### src/rtl/uart_transceiver.sv
// uart_transceiver: 8N1 UART with a fixed baud rate set by CLKS_PER_BIT.
// One byte in flight per direction. The transmitter and receiver are fully
// independent and share only clk and reset.
module uart_transceiver #(
   parameter int CLKS_PER_BIT = 434
) (
   input  logic       clk,
   input  logic       reset,
   input  logic       rx,
   output logic       tx,
   input  logic [7:0] tx_byte,
   input  logic       tx_req,
   output logic       tx_busy,
   output logic       rx_ready,
   output logic [7:0] rx_byte,
   output logic       rx_ferr
);

   localparam int            CW      = $clog2(CLKS_PER_BIT);
   localparam logic [CW-1:0] FULL_M1 = CW'(CLKS_PER_BIT - 1);
   localparam logic [CW-1:0] HALF_M1 = CW'(CLKS_PER_BIT / 2 - 1);

   typedef enum logic [1:0] {
      TX_IDLE,
      TX_START,
      TX_DATA,
      TX_STOP
   } tx_state_t;

   typedef enum logic [2:0] {
      RX_IDLE,
      RX_START,
      RX_DATA,
      RX_STOP,
      RX_WAIT_IDLE
   } rx_state_t;

   // ------------------------------------------------------------------
   // Transmitter
   // ------------------------------------------------------------------
   tx_state_t     tx_state, tx_state_n;
   logic [CW-1:0] tx_cnt, tx_cnt_n;
   logic [2:0]    tx_idx, tx_idx_n;
   logic [7:0]    tx_shift, tx_shift_n;
   logic          tx_n;
   logic          tx_busy_n;

   // TX next state: each state lasts one bit time; tx and tx_busy are
   // computed here and registered so the line never glitches.
   always_comb begin
      tx_state_n = tx_state;
      tx_cnt_n   = tx_cnt;
      tx_idx_n   = tx_idx;
      tx_shift_n = tx_shift;
      tx_n       = tx;
      tx_busy_n  = tx_busy;
      case (tx_state)
         TX_IDLE: begin
            tx_n      = 1'b1;
            tx_busy_n = 1'b0;
            if (tx_req) begin
               tx_shift_n = tx_byte;
               tx_cnt_n   = '0;
               tx_n       = 1'b0;
               tx_busy_n  = 1'b1;
               tx_state_n = TX_START;
            end
         end
         TX_START: begin
            if (tx_cnt == FULL_M1) begin
               tx_cnt_n   = '0;
               tx_idx_n   = '0;
               tx_n       = tx_shift[0];
               tx_state_n = TX_DATA;
            end else begin
               tx_cnt_n = tx_cnt + 1'b1;
            end
         end
         TX_DATA: begin
            if (tx_cnt == FULL_M1) begin
               tx_cnt_n   = '0;
               tx_shift_n = {1'b1, tx_shift[7:1]};
               if (tx_idx == 3'd7) begin
                  tx_n       = 1'b1;
                  tx_state_n = TX_STOP;
               end else begin
                  tx_n     = tx_shift[1];
                  tx_idx_n = tx_idx + 3'd1;
               end
            end else begin
               tx_cnt_n = tx_cnt + 1'b1;
            end
         end
         TX_STOP: begin
            if (tx_cnt == FULL_M1) begin
               tx_cnt_n   = '0;
               tx_n       = 1'b1;
               tx_busy_n  = 1'b0;
               tx_state_n = TX_IDLE;
            end else begin
               tx_cnt_n = tx_cnt + 1'b1;
            end
         end
         default: begin
            tx_n       = 1'b1;
            tx_busy_n  = 1'b0;
            tx_state_n = TX_IDLE;
         end
      endcase
   end

   // TX control registers; reset returns the line to idle high at once.
   always_ff @(posedge clk) begin
      if (reset) begin
         tx_state <= TX_IDLE;
         tx_cnt   <= '0;
         tx_idx   <= '0;
         tx       <= 1'b1;
         tx_busy  <= 1'b0;
      end else begin
         tx_state <= tx_state_n;
         tx_cnt   <= tx_cnt_n;
         tx_idx   <= tx_idx_n;
         tx       <= tx_n;
         tx_busy  <= tx_busy_n;
      end
   end

   // TX shift register holds the latched byte; it is only read after a load.
   always_ff @(posedge clk) begin
      tx_shift <= tx_shift_n;
   end

   // ------------------------------------------------------------------
   // Receiver
   // ------------------------------------------------------------------
   logic          rx_p0;
   logic          rx_s;
   rx_state_t     rx_state, rx_state_n;
   logic [CW-1:0] rx_cnt, rx_cnt_n;
   logic [2:0]    rx_idx, rx_idx_n;
   logic [7:0]    rx_shift, rx_shift_n;
   logic [7:0]    rx_byte_n;
   logic          rx_ready_n;
   logic          rx_ferr_n;

   // Two-flop synchronizer for the asynchronous rx line; idles high.
   always_ff @(posedge clk) begin
      if (reset) begin
         rx_p0 <= 1'b1;
         rx_s  <= 1'b1;
      end else begin
         rx_p0 <= rx;
         rx_s  <= rx_p0;
      end
   end

   // RX next state: half a bit to the start-bit centre, then whole bits;
   // the frame is accepted at the centre of the stop bit.
   always_comb begin
      rx_state_n = rx_state;
      rx_cnt_n   = rx_cnt;
      rx_idx_n   = rx_idx;
      rx_shift_n = rx_shift;
      rx_byte_n  = rx_byte;
      rx_ready_n = 1'b0;
      rx_ferr_n  = 1'b0;
      case (rx_state)
         RX_IDLE: begin
            if (!rx_s) begin
               rx_cnt_n   = '0;
               rx_state_n = RX_START;
            end
         end
         RX_START: begin
            if (rx_cnt == HALF_M1) begin
               rx_cnt_n = '0;
               if (rx_s) begin
                  rx_state_n = RX_IDLE;
               end else begin
                  rx_idx_n   = '0;
                  rx_state_n = RX_DATA;
               end
            end else begin
               rx_cnt_n = rx_cnt + 1'b1;
            end
         end
         RX_DATA: begin
            if (rx_cnt == FULL_M1) begin
               rx_cnt_n   = '0;
               rx_shift_n = {rx_s, rx_shift[7:1]};
               if (rx_idx == 3'd7) begin
                  rx_state_n = RX_STOP;
               end else begin
                  rx_idx_n = rx_idx + 3'd1;
               end
            end else begin
               rx_cnt_n = rx_cnt + 1'b1;
            end
         end
         RX_STOP: begin
            if (rx_cnt == FULL_M1) begin
               rx_cnt_n = '0;
               if (rx_s) begin
                  rx_byte_n  = rx_shift;
                  rx_ready_n = 1'b1;
                  rx_state_n = RX_IDLE;
               end else begin
                  rx_ferr_n  = 1'b1;
                  rx_state_n = RX_WAIT_IDLE;
               end
            end else begin
               rx_cnt_n = rx_cnt + 1'b1;
            end
         end
         RX_WAIT_IDLE: begin
            if (rx_s) begin
               rx_state_n = RX_IDLE;
            end
         end
         default: begin
            rx_state_n = RX_IDLE;
         end
      endcase
   end

   // RX control registers and outputs; pulses last exactly one cycle.
   always_ff @(posedge clk) begin
      if (reset) begin
         rx_state <= RX_IDLE;
         rx_cnt   <= '0;
         rx_idx   <= '0;
         rx_byte  <= '0;
         rx_ready <= 1'b0;
         rx_ferr  <= 1'b0;
      end else begin
         rx_state <= rx_state_n;
         rx_cnt   <= rx_cnt_n;
         rx_idx   <= rx_idx_n;
         rx_byte  <= rx_byte_n;
         rx_ready <= rx_ready_n;
         rx_ferr  <= rx_ferr_n;
      end
   end

   // RX shift register collects data bits, LSB first.
   always_ff @(posedge clk) begin
      rx_shift <= rx_shift_n;
   end

endmodule
### config.mk
export PLATFORM = sky130hd
export DESIGN_NAME = uart_transceiver
export DESIGN_NICKNAME = d
export VERILOG_FILES = /design/src/rtl/uart_transceiver.sv
export SDC_FILE = /design/constraint.sdc
export NUM_CORES = 1
export LEC_CHECK = 0
export CAP_MARGIN = 5
export CORE_MARGIN = 2
export CORE_UTILIZATION = 45
export CTS_CLUSTER_SIZE = 20
export DETAILED_ROUTE_END_ITERATION = 10
export DONT_BUFFER_PORTS = 1
export SYNTH_ARGS = -nofsm -noshare
export SYNTH_HDL_FRONTEND = slang
export SYNTH_SLANG_ARGS = --single-unit
### constraint.sdc
create_clock -name clk -period 3.5 [get_ports clk]
set_input_delay 0.35 -clock clk [delete_from_list [all_inputs] [get_ports clk]]
set_output_delay 0.35 -clock clk [all_outputs]
set_load 0.01 [all_outputs]
; ---- Yosys cells after proc, flatten, opt, wreduce, memory -nomap -nowiden
; Cells that the tools add are included.
[word_totals]
ff_bits = 59
inputBits = 12
out_inout_bits = 12
elab_cells = 112
[classes]
addsub = 4
eq_ne = 26
n_mux = 45
n_bitwise = 2
n_reduce_logical = 20
[ops]
columns = op, n
row1 = $mux W9, 5
row2 = $mux W3, 14
row3 = $ne A2 B2 Y1 const B, 14
row4 = $pmux W9 S3, 1
row5 = $add A9 B1 Y9 const B, 2
row6 = $eq A9 B9 Y1 const B, 2
row7 = $pmux W9 S2, 1
row8 = $mux W8, 2
row9 = $pmux W8 S2, 1
row10 = $pmux W3 S5, 1
row11 = $mux W2, 6
row12 = $pmux W3 S2, 2
row13 = $reduce_and A5 Y1, 2
row14 = $eq A3 B3 Y1 const B, 3
row15 = $eq A9 B8 Y1 const B, 1
row16 = $mux W1, 9
row17 = $reduce_and A3 Y1, 3
row18 = $pmux W2 S4, 1
row19 = $reduce_bool A2 Y1, 4
row20 = $add A3 B1 Y3 const B, 2
row21 = $eq A3 B2 Y1 const B, 2
row22 = $reduce_and A2 Y1, 3
row23 = $reduce_and A6 Y1, 1
row24 = $reduce_or A3 Y1, 2
row25 = other kinds (11), 13

; ---- Depth between registers and ports, before layout
[depth]
word_depth = 4
ltp_mapped = 9
mapped_depth_nobuf = 7

; ---- Worst setup path after synthesis
; OpenSTA, ideal clock, no wires.
[synth_path]
kind = reg-to-reg
start = register rx_cnt[0]
end = register rx_state[0]
setup_ns = 0.071
arrival_time_ns = 1.937
t_required_ns = 3.429
path_slack_ns = 1.492
path_stages_with_launch = 8
n_path_buf = 0
period_less_slack_ns = 2.008
cell_sequence = dfxtp_1 inv_1 ha_1 or4b_4 o311ai_4 o21ai_2 or4_1 a21oi_1
[synth_via]
elab_chain_len = 3
elab_cells_between_ends = 6
cone_classes = eq/ne: 5 / reduce/logical: 1
[synth_lines]
columns = element, line
row1 = "start, declared", 140  ; logic [CW-1:0] rx_cnt, rx_cnt_n;
row2 = "start signal, assigned", 238  ; rx_cnt <= rx_cnt_n;
row3 = $eq A9 B9 Y1 / $eq A9 B8 Y1 (equally long branches), "189, 202, 176"
row4 = $ne A2 B2 Y1 (no line), n/a
row5 = $reduce_and A6 Y1 (no line) (*), n/a
row6 = "end signal, assigned", 237  ; rx_state <= rx_state_n;
row7 = "end, declared", 139  ; rx_state_t rx_state, rx_state_n;
; Every way passes the cells marked *; elsewhere a longest branch is shown, timed or not.
; A chain may end at the register's enable or synchronous reset.

; ---- Final worst setup path
; Same ends and word-level chain as after synthesis.

==> results.sh <==
export IMPL_vias=2040
export IMPL_max_cap_viol_count=0
export IMPL_worst_slack_ns=1.24
export IMPL_rsz0062_at_grt="false"
export IMPL_synth_compound_area_share=0.128
export IMPL_grtUsageTotal=0.165
export IMPL_grt_pass1_vias=1853
export IMPL_critPathArrivalTime_ns=2.52
export IMPL_power_total_w=0.00203
export IMPL_grt_pass1_wl_microns=8630
export IMPL_port_buffers=0
export IMPL_min_from="reset"
export IMPL_pin_count=24
export IMPL_grt_max_degree=44
export IMPL_cp_slowest_stage_delay_ns=0.52
export IMPL_async_reset_ff_frac=0
export IMPL_max_freq_mhz=442
export IMPL_cellInternalPower_w=0.00147
export IMPL_syn_area_per_cell_sq_um=9.73
export IMPL_cts_tree="yes"
export IMPL_firstDrtPassIters=4
export IMPL_grt_antenna_before_repair=0
export IMPL_slew_headroom=0.556
export IMPL_synthAdderAreaFrac=0.0627
export IMPL_synthDistinctLibCells=47
export IMPL_synth_xor_area_frac=0
export IMPL_die_width_microns=82.8
export IMPL_clkTransAtPathRegs_ns=0.07
export IMPL_synth_top_area_frac=0.308
export IMPL_drive_gt1_frac=0.115
export IMPL_synth_edff_count=16
export IMPL_cts_resized_gates=0
export IMPL_die_area_sq_um=6850
export IMPL_post_route_period_util=0.646
export IMPL_root_buffer="clkbuf_8"
export IMPL_synth_top_flop_cell="dfxtp_1"
export IMPL_start_util=0.469
export IMPL_cp_required_ns=3.76
export IMPL_drc_errors=0
export IMPL_ctsHoldBuffers=0
export IMPL_synthMuxAreaShare=0.0712
export IMPL_synth_simple_area_share=0.228
export IMPL_postRouteAntennaNets=0
export IMPL_drv_slew=0
export IMPL_rows=28
export IMPL_hp_class="in2reg"
export IMPL_end_kind="flop"
export IMPL_diodes=0
export IMPL_synth_area_leaders="dfxtp_1, edfxtp_1, ha_1, mux2i_1, nor2_1"
export IMPL_grt_overflow_total=0
export IMPL_ys_ff_latch=59
export IMPL_synth_warnings=0
export IMPL_hold_end="tx_busy"
export IMPL_p_sw_frac=0.277
export IMPL_critPathMaxFanout=15
export IMPL_power_frac_comb=0.190
export IMPL_cts_setup_buffers=0
export IMPL_rrSetupSlack_ns=1.24
export IMPL_synthToLayoutAreaGrowth_pct=10.6
export IMPL_p_sw_w=0.000563
export IMPL_insertion_delay_ns=0.33
export IMPL_final_area_sq_um=3090
export IMPL_routabilityCongestion=0.780
export IMPL_reg2reg_depth=7
export IMPL_clock_sinks=59
export IMPL_viasPerCell=5.62
export IMPL_clockBufferDepth=2
export IMPL_layout_common_cells="dfxtp_1, nor2_1, nand2_1, a21oi_1, edfxtp_1"
export IMPL_seqPwrFrac=0.421
export IMPL_pwr_share_clk=0.389
export IMPL_die_h_microns=82.8
export IMPL_drt_iter0_drc=104
export IMPL_detailedPlace_worstSlack_ns=1.24
export IMPL_numCtsBuffers=9
export IMPL_cp_slowest_cell="or4_1"
export IMPL_netlist_instances=287
export IMPL_finalHoldViolCount=0
export IMPL_min_path_cells=1
export IMPL_r2r_start="rx_cnt[0]"
export IMPL_core_area_sq_um=5960
export IMPL_status="complete, no violations"
export IMPL_p_leak_nw=1.10
export IMPL_layout_commonest_cell="dfxtp_1"
export IMPL_fin_setup_tns_ns=0
export IMPL_synth_largest_area_cell="dfxtp_1"
export IMPL_worst_r2r_endpoint="rx_state[0]"
export IMPL_fin_nets=309
export IMPL_post_dp_hpwl_microns=3330
export IMPL_skew_ns=0.00856
export IMPL_start_kind="flop"
export IMPL_ir_drop_mv=0.392
export IMPL_setup_viol=0
export IMPL_route_final_wire_length_microns=5040
export IMPL_synth_top_family_by_area="simple AND/OR/NAND/NOR gates"
export IMPL_fin_crit_ns=2.26
export IMPL_n_fill_cell=561
export IMPL_place_area_sq_um=2830
export IMPL_avgRoutedWirePerCell_microns=13.9
export IMPL_crit_chain="inv_1, ha_1, or4b_4, o311ai_4, o21ai_2, or4_1, a21oi_1"
export IMPL_tightest_slew_ns=0.663
export IMPL_power_density_nw_per_um2=658
export IMPL_path_class="reg2reg"
export IMPL_yosysSeqAreaShare=0.480
export IMPL_synthesis_area_sq_um=2790
export IMPL_syn_nets=313
export IMPL_htree_num_levels=3
==> worst max path at each step <==
| stage | start | to | slack [ns] | depth (start not counted) |
|---|---|---|---|---|
| final | rx_cnt[0] | rx_state[0] | 1.24 | 7 |
| after global routing | tx_cnt[7] | tx_shift[5] | 0.98 | 4 |
| after CTS | tx_cnt[7] | tx_shift[6] | 1.23 | 4 |
| after detailed placement | tx_cnt[7] | tx_shift[6] | 1.24 | 4 |
| after global placement | rx_cnt[0] | rx_state[0] | 1.29 | 7 |
| after floorplan | rx_cnt[0] | rx_state[0] | 1.49 | 7 |
==> flip-flops by register name, summed over array words and instances (netlist names) <==
| name | flops |
|---|---|
| rx_cnt | 9 |
| tx_cnt | 9 |
| rx_byte | 8 |
| rx_shift | 8 |
| tx_shift | 8 |
| rx_idx | 3 |
| rx_state | 3 |
| tx_idx | 3 |
| tx_state | 2 |
| rx_ferr | 1 |
| rx_p0 | 1 |
| rx_ready | 1 |
| rx_s | 1 |
| tx | 1 |
| tx_busy | 1 |
==> cell type report <==
cell class / instances / area [sq um] / area share
multi-input cells: 206 / 1370 / 0.443
flip-flops and latches: 59 / 1340 / 0.434
clock buffers: 10 / 149 / 0.0482
clock inverters: 6 / 110 / 0.0357
well taps: 75 / 93.8 / 0.0304
inverters: 7 / 26.3 / 0.00851
==> worst max-delay path, delay by kind of cell (launching register included) <==
kind	cells	cell delay, ns
and+or+nand+nor	2	0.98
adders and majority gates	1	0.14
DFF	1	0.34
buffers and inverters	1	0.10
AOI/OAI and AO/OA	3	0.65
==> power by group through the flow <==
stage | Sequential [W] | Combinational (W) | Clock, W
after floorplan | 0.000857 | 0.000332 | 0
after global placement | 0.000869 | 0.000388 | 0
after detailed placement | 0.000871 | 0.000387 | 0
after CTS | 0.000857 | 0.000387 | 0.000813
after global routing | 0.000867 | 0.000451 | 0.000846
final | 0.000856 | 0.000385 | 0.000791
==> logic make-up after synthesis <==
| family | count (synthesis) |
|---|---|
| and+or+nand+nor | 123 |
| DFF | 59 |
| AOI/OAI and AO/OA | 50 |
| buffers and inverters | 22 |
| muxes | 19 |
| adders and majority gates | 14 |
==> synthesized netlist by cell type (6+ instances only) <==
| master | instances |
|---|---|
| edfxtp_1 | 16 |
| nor2_1 | 30 |
| a21oi_1 | 16 |
| clkbuf_1 | 14 |
| nand2_1 | 28 |
| mux2_2 | 7 |
| a31oi_1 | 6 |
| ha_1 | 14 |
| inv_1 | 7 |
| or3_1 | 8 |
| a311oi_1 | 6 |
| nor3_1 | 6 |
| mux2i_1 | 12 |
| nand3_1 | 14 |
| dfxtp_1 | 43 |
==> metal layers <==
layer / track usage / wire length (microns)
met5: 0 / 0
met4: 0.0689 / 67
met3: 0.0498 / 155
met2: 0.245 / 2280
met1: 0.224 / 2540
==> stage by stage <==
step / hold slack [ns] / utilization / std cells
6_report: 0.0889 / 0.518 / 363
5_1_grt: 0.0579 / 0.518 / 363
4_1_cts: 0.0637 / 0.518 / 363
3_5_place_dp: 0.395 / 0.475 / 347
3_3_place_gp: 0.391 / 0.475 / 347
2_1_floorplan: 0.389 / - / 287
Note: power is estimated with default switching activity, not from simulation.
